`src/rtl/trig_align_pkg.sv`:
```
// Shared widths, the tracker state type, and phase-index helpers for the
// oversampling phase tracker.
package trig_align_pkg;

  localparam int CNT_W = 8;
  localparam logic [CNT_W-1:0] CNT_MAX = '1;

  typedef enum logic {
    TRACK = 1'b0,
    SHIFT = 1'b1
  } track_state_t;

  function automatic int phase_w(input int nphase);
    return $clog2(nphase);
  endfunction

  function automatic bit nphase_legal(input int nphase);
    return (nphase == 4) || (nphase == 8);
  endfunction

endpackage

```
`src/rtl/oversample_edge_detect.sv`:
```
// Two-stage sample pipeline. Stage 1 captures a bit period of samples, and
// stage 2 holds that word together with its transition vector.
module oversample_edge_detect
  import trig_align_pkg::*;
#(
  parameter int NPHASE = 8
) (
  input  logic              clock,
  input  logic              reset_n,
  input  logic [NPHASE-1:0] samples,
  input  logic              samples_valid,
  output logic [NPHASE-1:0] s2,
  output logic [NPHASE-1:0] edges,
  output logic              valid2
);

  logic [NPHASE-1:0] s1_reg;
  logic [NPHASE-1:0] edge_comb;
  logic              prev_bit_reg;
  logic              valid1_reg;

  // Bit 0 is compared with the last sample of the previous bit period.
  assign edge_comb[0] = s1_reg[0] ^ prev_bit_reg;

  for (genvar gi = 1; gi < NPHASE; gi++) begin : g_edge
    assign edge_comb[gi] = s1_reg[gi] ^ s1_reg[gi-1];
  end

  always_ff @(posedge clock or negedge reset_n) begin
    if (!reset_n) begin
      s1_reg       <= '0;
      prev_bit_reg <= 1'b0;
      valid1_reg   <= 1'b0;
      s2           <= '0;
      edges        <= '0;
      valid2       <= 1'b0;
    end else begin
      valid1_reg <= samples_valid;
      valid2     <= valid1_reg;
      if (samples_valid) begin
        s1_reg       <= samples;
        prev_bit_reg <= s1_reg[NPHASE-1];
      end
      if (valid1_reg) begin
        s2    <= s1_reg;
        edges <= edge_comb;
      end
    end
  end

endmodule

```
`src/rtl/oversample_phase_tracker.sv`:
```
// Selects one oversampled phase as the recovered bit. When transitions keep
// landing next to that phase, the selection steps away from them.
module oversample_phase_tracker
  import trig_align_pkg::*;
#(
  parameter int NPHASE        = 8,
  parameter int ERR_THRESH    = 255,
  parameter int STABLE_THRESH = 63,
  parameter bit INVERT        = 1'b0
) (
  input  logic                       clock,
  input  logic                       reset_n,
  input  logic [NPHASE-1:0]          samples,
  input  logic                       samples_valid,
  input  logic                       manual_mode,
  input  logic [phase_w(NPHASE)-1:0] phase_sel_in,
  input  logic                       shift_count_clr,
  output logic                       data_out,
  output logic                       data_valid,
  output logic [phase_w(NPHASE)-1:0] phase_sel_out,
  output logic                       phase_err,
  output logic                       locked,
  output logic [CNT_W-1:0]           shift_count
);

  localparam int PW = phase_w(NPHASE);
  localparam logic [CNT_W-1:0] ERR_T    = CNT_W'(ERR_THRESH);
  localparam logic [CNT_W-1:0] STABLE_T = CNT_W'(STABLE_THRESH);

  if (!nphase_legal(NPHASE)) begin : g_bad_nphase
    $error("oversample_phase_tracker: NPHASE must be 4 or 8");
  end
  if (ERR_THRESH < 1 || ERR_THRESH > 255 || STABLE_THRESH < 1 || STABLE_THRESH > 255) begin : g_bad_thresh
    $error("oversample_phase_tracker: thresholds must be within 1..255");
  end

  logic [NPHASE-1:0] s2;
  logic [NPHASE-1:0] edges;
  logic              valid2;

  logic [PW-1:0]     p_reg, p_next, p_inc, p_dec;
  logic [CNT_W-1:0]  err_reg, err_next;
  logic [CNT_W-1:0]  stable_reg, stable_next;
  logic [CNT_W-1:0]  shift_reg, shift_next;
  logic              manual_prev_reg;
  track_state_t      state_reg, state_next;
  logic              edge_lo, edge_hi, shift_up, shift_dn;

  oversample_edge_detect #(.NPHASE(NPHASE)) u_edge_detect (
    .clock         (clock),
    .reset_n       (reset_n),
    .samples       (samples),
    .samples_valid (samples_valid),
    .s2            (s2),
    .edges         (edges),
    .valid2        (valid2)
  );

  // NPHASE is a power of two, so plain PW-bit arithmetic gives the modulo wrap.
  assign p_inc   = p_reg + 1'b1;
  assign p_dec   = p_reg - 1'b1;
  assign edge_lo = edges[p_reg];
  assign edge_hi = edges[p_inc];

  assign phase_err     = valid2 & (edge_lo | edge_hi);
  assign locked        = (stable_reg == STABLE_T);
  assign data_valid    = valid2;
  assign data_out      = valid2 & (s2[p_reg] ^ INVERT);
  assign phase_sel_out = p_reg;
  assign shift_count   = shift_reg;

  always_ff @(posedge clock or negedge reset_n) begin
    if (!reset_n) begin
      state_reg <= TRACK;
    end else begin
      state_reg <= state_next;
    end
  end

  always_comb begin
    state_next = (err_next == ERR_T) ? SHIFT : TRACK;
  end

  // When the selected phase's own edge is set, step later; that also covers both edges set.
  always_comb begin
    shift_up = 1'b0;
    shift_dn = 1'b0;
    if (state_reg == SHIFT && !manual_mode && valid2) begin
      shift_up = edge_lo;
      shift_dn = !edge_lo && edge_hi;
    end
  end

  always_comb begin
    p_next = p_reg;
    if (manual_mode)   p_next = phase_sel_in;
    else if (shift_up) p_next = p_inc;
    else if (shift_dn) p_next = p_dec;

    err_next = err_reg;
    if (locked || (p_next != p_reg) || (manual_prev_reg && !manual_mode))
      err_next = '0;
    else if (phase_err && err_reg < ERR_T)
      err_next = err_reg + 1'b1;

    stable_next = stable_reg;
    if (phase_err)
      stable_next = '0;
    else if (valid2 && stable_reg < STABLE_T)
      stable_next = stable_reg + 1'b1;

    shift_next = shift_reg;
    if (shift_count_clr)
      shift_next = '0;
    else if ((shift_up || shift_dn) && shift_reg != CNT_MAX)
      shift_next = shift_reg + 1'b1;
  end

  always_ff @(posedge clock or negedge reset_n) begin
    if (!reset_n) begin
      p_reg           <= '0;
      err_reg         <= '0;
      stable_reg      <= '0;
      shift_reg       <= '0;
      manual_prev_reg <= 1'b0;
    end else begin
      p_reg           <= p_next;
      err_reg         <= err_next;
      stable_reg      <= stable_next;
      shift_reg       <= shift_next;
      manual_prev_reg <= manual_mode;
    end
  end

endmodule

```
`config.mk`:
```
export PLATFORM = sky130hd
export DESIGN_NAME = oversample_phase_tracker
export DESIGN_NICKNAME = d
export VERILOG_FILES = /design/src/rtl/trig_align_pkg.sv /design/src/rtl/oversample_edge_detect.sv /design/src/rtl/oversample_phase_tracker.sv
export SDC_FILE = /design/constraint.sdc
export NUM_CORES = 1
export LEC_CHECK = 0
export CAP_MARGIN = 20
export CELL_PAD_IN_SITES_DETAIL_PLACEMENT = 1
export CELL_PAD_IN_SITES_GLOBAL_PLACEMENT = 2
export CORE_MARGIN = 5
export CORE_UTILIZATION = 37
export CTS_CLUSTER_SIZE = 28
export DETAILED_ROUTE_END_ITERATION = 8
export PLACE_DENSITY_LB_ADDON = 0.1
export SETUP_SLACK_MARGIN = 0.3
export SYNTH_ARGS = -nofsm -noshare
export SYNTH_HDL_FRONTEND = slang
export SYNTH_SLANG_ARGS = --single-unit
```
`constraint.sdc`:
```
create_clock -name clock -period 3.4 [get_ports clock]
set_clock_uncertainty 0.05 [all_clocks]
set_input_delay 0.68 -clock clock [delete_from_list [all_inputs] [get_ports clock]]
set_output_delay 0.68 -clock clock [all_outputs]
set_load 0.02 [all_outputs]
```
== Word-level counts from Yosys, hierarchy flattened ==
Cells that the tools add are included.
Operators by class
  reductions and logical operators: 14
  add/sub/neg operators: 5
  magnitude comparators: 4
  multiplexer cells: 18
  bitwise logic cells: 11
  equality and inequality tests: 4
Operator list (count)
  2-to-1 mux 8 bit: 6
  adder 8 x 1 -> 8 bit, second input constant: 3
  binary-select mux 1 bit (select 3 bit): 3
  2-to-1 mux 3 bit: 3
  equality test 8 x 6 -> 1 bit, second input constant: 1
  equality test 8 bit, second input constant: 1
  < comparator 3 x 4 -> 1 bit, second input constant: 2
  < comparator 8 x 6 -> 1 bit, second input constant: 1
  < comparator 8 bit, second input constant: 1
  != test 8 bit, second input constant: 1
  bitwise XOR 1 bit: 8
  logical AND 1 bit: 7
  2-to-1 mux 1 bit: 6
  nonzero test 2 bit: 2
  adder 3 x 1 -> 3 bit, second input constant: 1
  logical OR 1 bit: 3
  != test 3 bit: 1
  subtractor 3 x 1 -> 3 bit, second input constant: 1
  AND 1 bit: 2
  logical NOT 1 bit: 2
  bitwise OR 1 bit: 1
Word-level totals
  output and inout bits: 15
  register bits after elaboration: 56
  logic and storage cells: 68
  input port bits: 16

== Longest topological paths before layout ==
  depth after elaboration: 14
  depth in mapped cells: 10
  gate-level depth less buffers: 8

== Hierarchy ==
From an unflattened synthesis, not the netlist that was laid out.
Unflattened totals
  cell total of the unflattened synthesis: 259
  area, all modules: 2964.1 um^2
Modules (own cells, without submodules)
  oversample_phase_tracker: cells an instance 187, instances 1, sequential area each 725.7 um^2, area each 1903.1 um^2
  oversample_edge_detect: cells an instance 72, instances 1, sequential area each 675.6 um^2, area each 1061.0 um^2

== Worst setup path before layout ==
Ideal clock, no wire load.
  kind: register to register
  start: reg p_reg[0] (netlist: phase_sel_out[0])
  end: reg state_reg
  path buffers: 2
  data arrival time: 2.966 ns
  cell stages (with the launch flop): 11
  setup slack: 0.289 ns
  clock period less this slack: 3.111 ns
  library setup time: 0.096 ns
  required time: 3.254 ns
  path through: dfrtp_1 -> buf_6 -> inv_1 -> ha_1 -> mux4_2 -> mux2i_4 -> a21oi_2 -> or3_1 -> buf_2 -> a311o_1 -> nor4_2
Between the ends
  longest elaborated chain between the ends: 14
  elaborated cells on any way between the ends: 23
  those cells by class: 2 x add/sub; 2 x eq/ne; 12 x mux; 2 x bitwise; 5 x reduce/logical
Ends and longest elaborated chain
  from (decl): RTL line oversample_phase_tracker.sv:41  | logic [PW-1:0] p_reg, p_next, p_inc, p_dec;
  from (signal assigned): RTL line oversample_phase_tracker.sv:127  | p_reg <= p_next;
  adder 3 x 1 -> 3 bit / binary-select mux 1 bit (select 3 bit) (equally long branches): RTL line oversample_phase_tracker.sv:60, oversample_phase_tracker.sv:62
  binary-select mux 1 bit (select 3 bit) / 2-to-1 mux 1 bit (equally long branches): RTL line oversample_phase_tracker.sv:63, oversample_phase_tracker.sv:62
  2-to-1 mux 1 bit (not written as such) / logical NOT 1 bit (equally long branches): RTL line oversample_phase_tracker.sv:63, oversample_phase_tracker.sv:90
  logical AND 1 bit: RTL line oversample_phase_tracker.sv:90  | shift_dn = !edge_lo && edge_hi;
  2-to-1 mux 1 bit: RTL line oversample_phase_tracker.sv:88  | if (state_reg == SHIFT && !manual_mode && valid2) begin
  2-to-1 mux 3 bit: RTL line oversample_phase_tracker.sv:98  | else if (shift_dn) p_next = p_dec;
  2-to-1 mux 3 bit: RTL line oversample_phase_tracker.sv:97  | else if (shift_up) p_next = p_inc;
  2-to-1 mux 3 bit: RTL line oversample_phase_tracker.sv:96  | if (manual_mode) p_next = phase_sel_in;
  != test 3 bit: RTL line oversample_phase_tracker.sv:101  | if (locked || (p_next != p_reg) || (manual_prev_reg && !manual_mode))
  logical OR 1 bit (2 in a row): RTL line oversample_phase_tracker.sv:101
  2-to-1 mux 8 bit (*): RTL line oversample_phase_tracker.sv:101
  equality test 8 bit (*): RTL line oversample_phase_tracker.sv:81  | state_next = (err_next == ERR_T) ? SHIFT : TRACK;
  2-to-1 mux 1 bit (*): RTL line oversample_phase_tracker.sv:81
  via state_next: RTL line oversample_phase_tracker.sv:46  | track_state_t state_reg, state_next;
  to (signal assigned): RTL line oversample_phase_tracker.sv:76  | state_reg <= state_next;
  to (decl): RTL line oversample_phase_tracker.sv:46
Mark *: on every way through the listed nets, which the timed path passes. The rest lies on a longest branch. The select of a mux whose other input is x is not followed.
A chain may end at the register's enable or synchronous reset.

== Worst setup path after layout ==
  start: reg p_reg[1] (netlist: phase_sel_out[1])
  end: reg state_reg
Same word-level chain as after synthesis.

==> results.md <==
* Overall power at 1.51 mW
* Num rows at 32
* Worst setup path class: flip-flop to flip-flop
* CTS clk-pin slew, worst paths at 0.10 ns
* Netlist Area Pre-Place at 2890 sq um
* Synth area leaders: dfrtp_1, mux2_2, xnor2_1, mux4_2, nor2_1
* Routed len/inst at 15.8 microns
* Outcome: finished, final reports clean
* H-tree depth at 2
* Dominant cell type by area after synthesis: dfrtp_1
* Synth top area share at 48.5%
* Critical path arrival at 3.14 ns
* CTS tree: yes
* IO Port Bufs at 30
* HP Class: input pin to asynchronous set/reset pin
* Slew @ Worst Pin at 0.830 ns
* Post-route cell area at 3410 sq um
* CTS Hold Bufs at 0
* Crit path max fanout at 10
* Syn Inst Count at 260
* DR vias at 2009
* Max_cap viols at 0
* Kind of launch point of the worst setup path: flip-flop
* Critical Path RT at 3.57 ns
* Register area share after synthesis at 48.5%
* DRC at 0
* Placed cell count at 386
* Post-synth EDFFs at 0
* Rel. slew slack at 44.6%
* Post-synth net total at 281
* FMAX at 0.337 GHz
* Fraction of layout cells with a size suffix above 1 at 16.4%
* Largest net degree at the start of global routing at 26
* Ys flop type: dfrtp_1
* Cts bufs inserted at 5
* Core area at 7690 sq um
* Setup TNS at 0 ns
* Clock sink count at 56
* Hold Fails Final Rpt at 0
* Initial Util at 37.6%
* DIE HEIGHT at 98.4 microns
* Worst vdd ir at 0.197 mV
* Min Hold Slack at 0.282 ns
* Syn avg cell area at 11.1 sq um
* Minimum clock period after layout at 2.97 ns
* Most frequent cells in the layout: dfrtp_1, nor2_1, clkdlybuf4s50_1, xnor2_1, mux2_2
* DIE AREA at 9680 sq um
* Chip width at 98.4 microns
* Initial antenna violation count at 0
* Synth async-reset ratio at 100%
* Most common cell after layout, fill and taps aside: dfrtp_1
* Final setup vio count at 0
* Vias per Instance at 5.10
* Layout fillers at 859
* Post-synthesis register bit count at 56
* Post-route ant nets at 0
* Synth cell types at 46
* Routed wire length at 6230 microns
* Fin cells at 394
* Fin. max-slew vios at 0
* First drt pass iteration count at 4
* First-pass GRT wire length at 10800 microns
* Vias in the first global route at 2123
* Crit share post-route at 87.3%
* Root buf cell: clkbuf_8
* Global route total overflow at 0
* Leak at 1.41 nW
* Nets at 313
* Synthesis-to-layout area growth at 18.0%
* Drt initial violations at 44
* I/O pin total at 31
* Total track usage at 13.6%
* Crit. End Element: flip-flop
* Clk_lat worst skew at 0.31 ns
* Dpl cell area at 3310 sq um
* CTS max path bufs at 2
* RD Place Congestion at 0.770
* Pwr Density at 442 nW/um^2
* Place WS at 0.349 ns
* Ant. Diodes at 0
* Hpwl dp at 4640 microns
* RSZ-0062 raised after global routing: true
* Yosys warnings at 0
* Post-route setup slack at 0.432 ns
* Final Util at 44.4%
==> worst paths after layout <==
kind                                                  from                              end  slack [ns]  depth (start not counted)
setup / recovery                phase_sel_out[1]$_DFF_PN0_              state_reg$_DFF_PN0_        0.43                          9
hold / removal                                     reset_n             err_reg[3]$_DFF_PN0_        0.28                          1
setup reg to reg                phase_sel_out[1]$_DFF_PN0_              state_reg$_DFF_PN0_        0.43                          9
hold reg to reg            u_edge_detect.s2[2]$_DFFE_PN0P_  u_edge_detect.s2[2]$_DFFE_PN0P_        0.46                          1
max in group asynchronous                          reset_n       shift_count[4]$_DFFE_PN0P_        2.34                          2
min in group clock         u_edge_detect.s2[2]$_DFFE_PN0P_  u_edge_detect.s2[2]$_DFFE_PN0P_        0.46                          1
==> routing by layer <==
layer / global-route usage (%) / vias up / wire length, microns / share of wire [%]
met5: 0 / - / 0 / 0
met4: 3.15 / 0 / 51 / 0.82
met3: 2.79 / 5 / 171 / 2.7
met2: 22.0 / 26 / 2960 / 47
met1: 18.9 / 1003 / 3050 / 49
li1: - / 975 / - / -
==> cell usage after synthesis (all sizes together) (2+ instances only) <==
| library cell | number |
|---|---|
| clkbuf | 7 |
| nor4 | 2 |
| nor2b | 5 |
| nor3 | 4 |
| nand3 | 7 |
| nor2 | 34 |
| nand3b | 3 |
| a21oi | 15 |
| ha | 5 |
| mux2i | 6 |
| mux4 | 6 |
| and3b | 2 |
| xor2 | 9 |
| nand4 | 2 |
| buf | 5 |
| dfrtp | 56 |
| nand2b | 2 |
| inv | 8 |
| a31oi | 2 |
| xnor2 | 20 |
| nor4bb | 3 |
| mux2 | 18 |
| and2 | 3 |
| a211oi | 3 |
| o21ai | 5 |
| nand2 | 9 |
| and3 | 7 |
==> worst max-delay path: stages (launching register included) <==
cell and delay (ns):
dfrtp_1 0.37, inv_2 0.06, ha_2 0.37, mux4_2 0.54
mux2i_4 0.18, buf_4 0.17, a21oi_2 0.13, or3_1 0.40
a311o_1 0.33, nor4_2 0.27
==> cell families after synthesis <==
logic type | Yosys count | share of synthesized area [%]
DFF | 56 | 48.5
muxes | 30 | 14.6
AOI/OAI and AO/OA | 30 | 6.40
buffers and inverters | 20 | 2.94
adders and majority gates | 5 | 2.16
xor gates and xnor gates | 29 | 8.78
and+or+nand+nor | 90 | 16.6
==> layout make-up <==
type | count | area (sq um) | share of cell area, %
Inverter | 8 | 30.0 | 0.880
Sequential cell | 56 | 1400 | 41.1
Clock buffer | 7 | 96.3 | 2.82
Tap cell | 102 | 128 | 3.74
Timing Repair Buffer | 37 | 343 | 10.1
Multi-Input combinational cell | 184 | 1410 | 41.4
==> timing repair <==
item	CTS	global route
gates resized for setup	1	4
buffers inserted	1	0
endpoints found under the setup margin	1	2
==> power breakdown <==
part           internal (mW)  switching [mW]  total (mW)
logic                  0.171           0.155       0.326
clock network          0.182           0.211       0.393
registers              0.726          0.0609       0.787
Note: power is estimated with default switching activity, not from simulation.
==> RTL change, RTL diff (config.mk and constraints unchanged) <==
The parameter `INVERT` goes from 1'b0 to 1'b1.
--- a/src/rtl/oversample_phase_tracker.sv
+++ b/src/rtl/oversample_phase_tracker.sv
@@ -6,7 +6,7 @@
   parameter int NPHASE        = 8,
   parameter int ERR_THRESH    = 255,
   parameter int STABLE_THRESH = 63,
-  parameter bit INVERT        = 1'b0
+  parameter bit INVERT        = 1'b1
 ) (
   input  logic                       clock,
   input  logic                       reset_n,
Behaviour: not the same (a bounded check fails within 4 cycles, from zero or initial values and one cycle with reset_n low).
==> RTL change against the unedited design <==
- core utilization shrank 0.46 points
- hold slack got worse by 29 ps
- synthesized area grew 5.1%
- global-route usage rose by 1.7 points
- sequential cell count unchanged
- total power grew 3.5%
- setup slack worse by 43 ps
- final area rose by 4.2%
- routed wire length increased by 13%
- critical path type is now reg2out
- critical endpoint is now phase_err
- largest cell class unchanged
==> RTL change: results <==
INSERT INTO impl_metrics (metric_group, metric, value, unit) VALUES
('pwr', 'max-vdd-ir-drop', '257', 'uV'),
('yosys', 'synth_cells', '284', ''),
('drt', 'drt_first_iter_violations', '70', ''),
('worst_setup_path', 'cp-startpoint', 'phase_sel_out[0]', ''),
('placement', 'place.detailed.hpwl', '5230', 'um'),
('clock_network', 'cts.repair.resized', '5', ''),
('placement', 'placed_cells', '409', ''),
('global_routing', 'number_of_global_route_vias_before_repair', '2416', ''),
('yosys', 'synth-seq-area-share', '46.1', '%'),
('clock_network', 'setup_repair_bufs_after_cts', '0', ''),
('yosys', 'syn_nets', '305', ''),
('yosys', 'post_synth_mux_area_share', '14.2', '%'),
('global_routing', 'overall_track_demand_over_capacity_in_global_routing', '15.3', '%'),
('floorplan', 'die_area', '10100', 'um2'),
('placement', 'pre_cts_ws', '146', 'ps'),
('worst_setup_path', 'endpoint', 'phase_err', ''),
('yosys', 'arithmetic_cell_share_of_the_synthesized_area_counting_full_adders_half_adders_and_majority_gates', '2.06', '%'),
('timing', 'setup_ws', '390', 'ps'),
('yosys', 'post_synth_most_frequent_cells', '56 x dfrtp_1, 28 x nor2_1, 21 x a21oi_1, 20 x nand2_1, 19 x mux2_2', ''),
('yosys', 'synth_xor_area_share', '7.20', '%'),
('placement', 'routabilityCongestion', '0.756', ''),
('placement', 'placement.cell_area', '3430', 'um2'),
('drt', 'postRouteWirelength', '7060', 'um'),
('run_status', 'outcome', 'finished clean', ''),
('worst_setup_path', 'worstPathArrival', '2280', 'ps');
-- RTL change: worst max-delay path, cell delays in order (launching register included) --
cell and delay (ps):
dfrtp_2 440, inv_4 70, ha_4 220, mux2i_1 150
mux4_2 550, a221oi_4 370, buf_6 170
-- RTL change: power breakdown --
| part | switching [mW] | internal (mW) | leakage, nW |
|---|---|---|---|
| clock | 0.240 | 0.153 | 0.0491 |
| sequential | 0.0632 | 0.725 | 0.704 |
| combinational | 0.188 | 0.190 | 0.657 |
| total | 0.491 | 1.07 | 1.41 |
-- RTL change: layout make-up --
cell class | instances | area (um2)
fillers | 937 | 4540
multi-input cells | 208 | 1560
clock buffers | 5 | 68.8
well taps | 105 | 131
flip-flops and latches | 56 | 1400
inverters | 5 | 21.3
repair buffers | 36 | 344
clock inverters | 3 | 26.3
-- RTL change: layer usage --
layer	part of all wire, %	up-vias	global-route usage, %
li1	-	1078	-
met1	47	1108	20.7
met2	49	24	25.5
met3	2.7	2	2.70
met4	0.51	0	3.42
met5	0	-	0
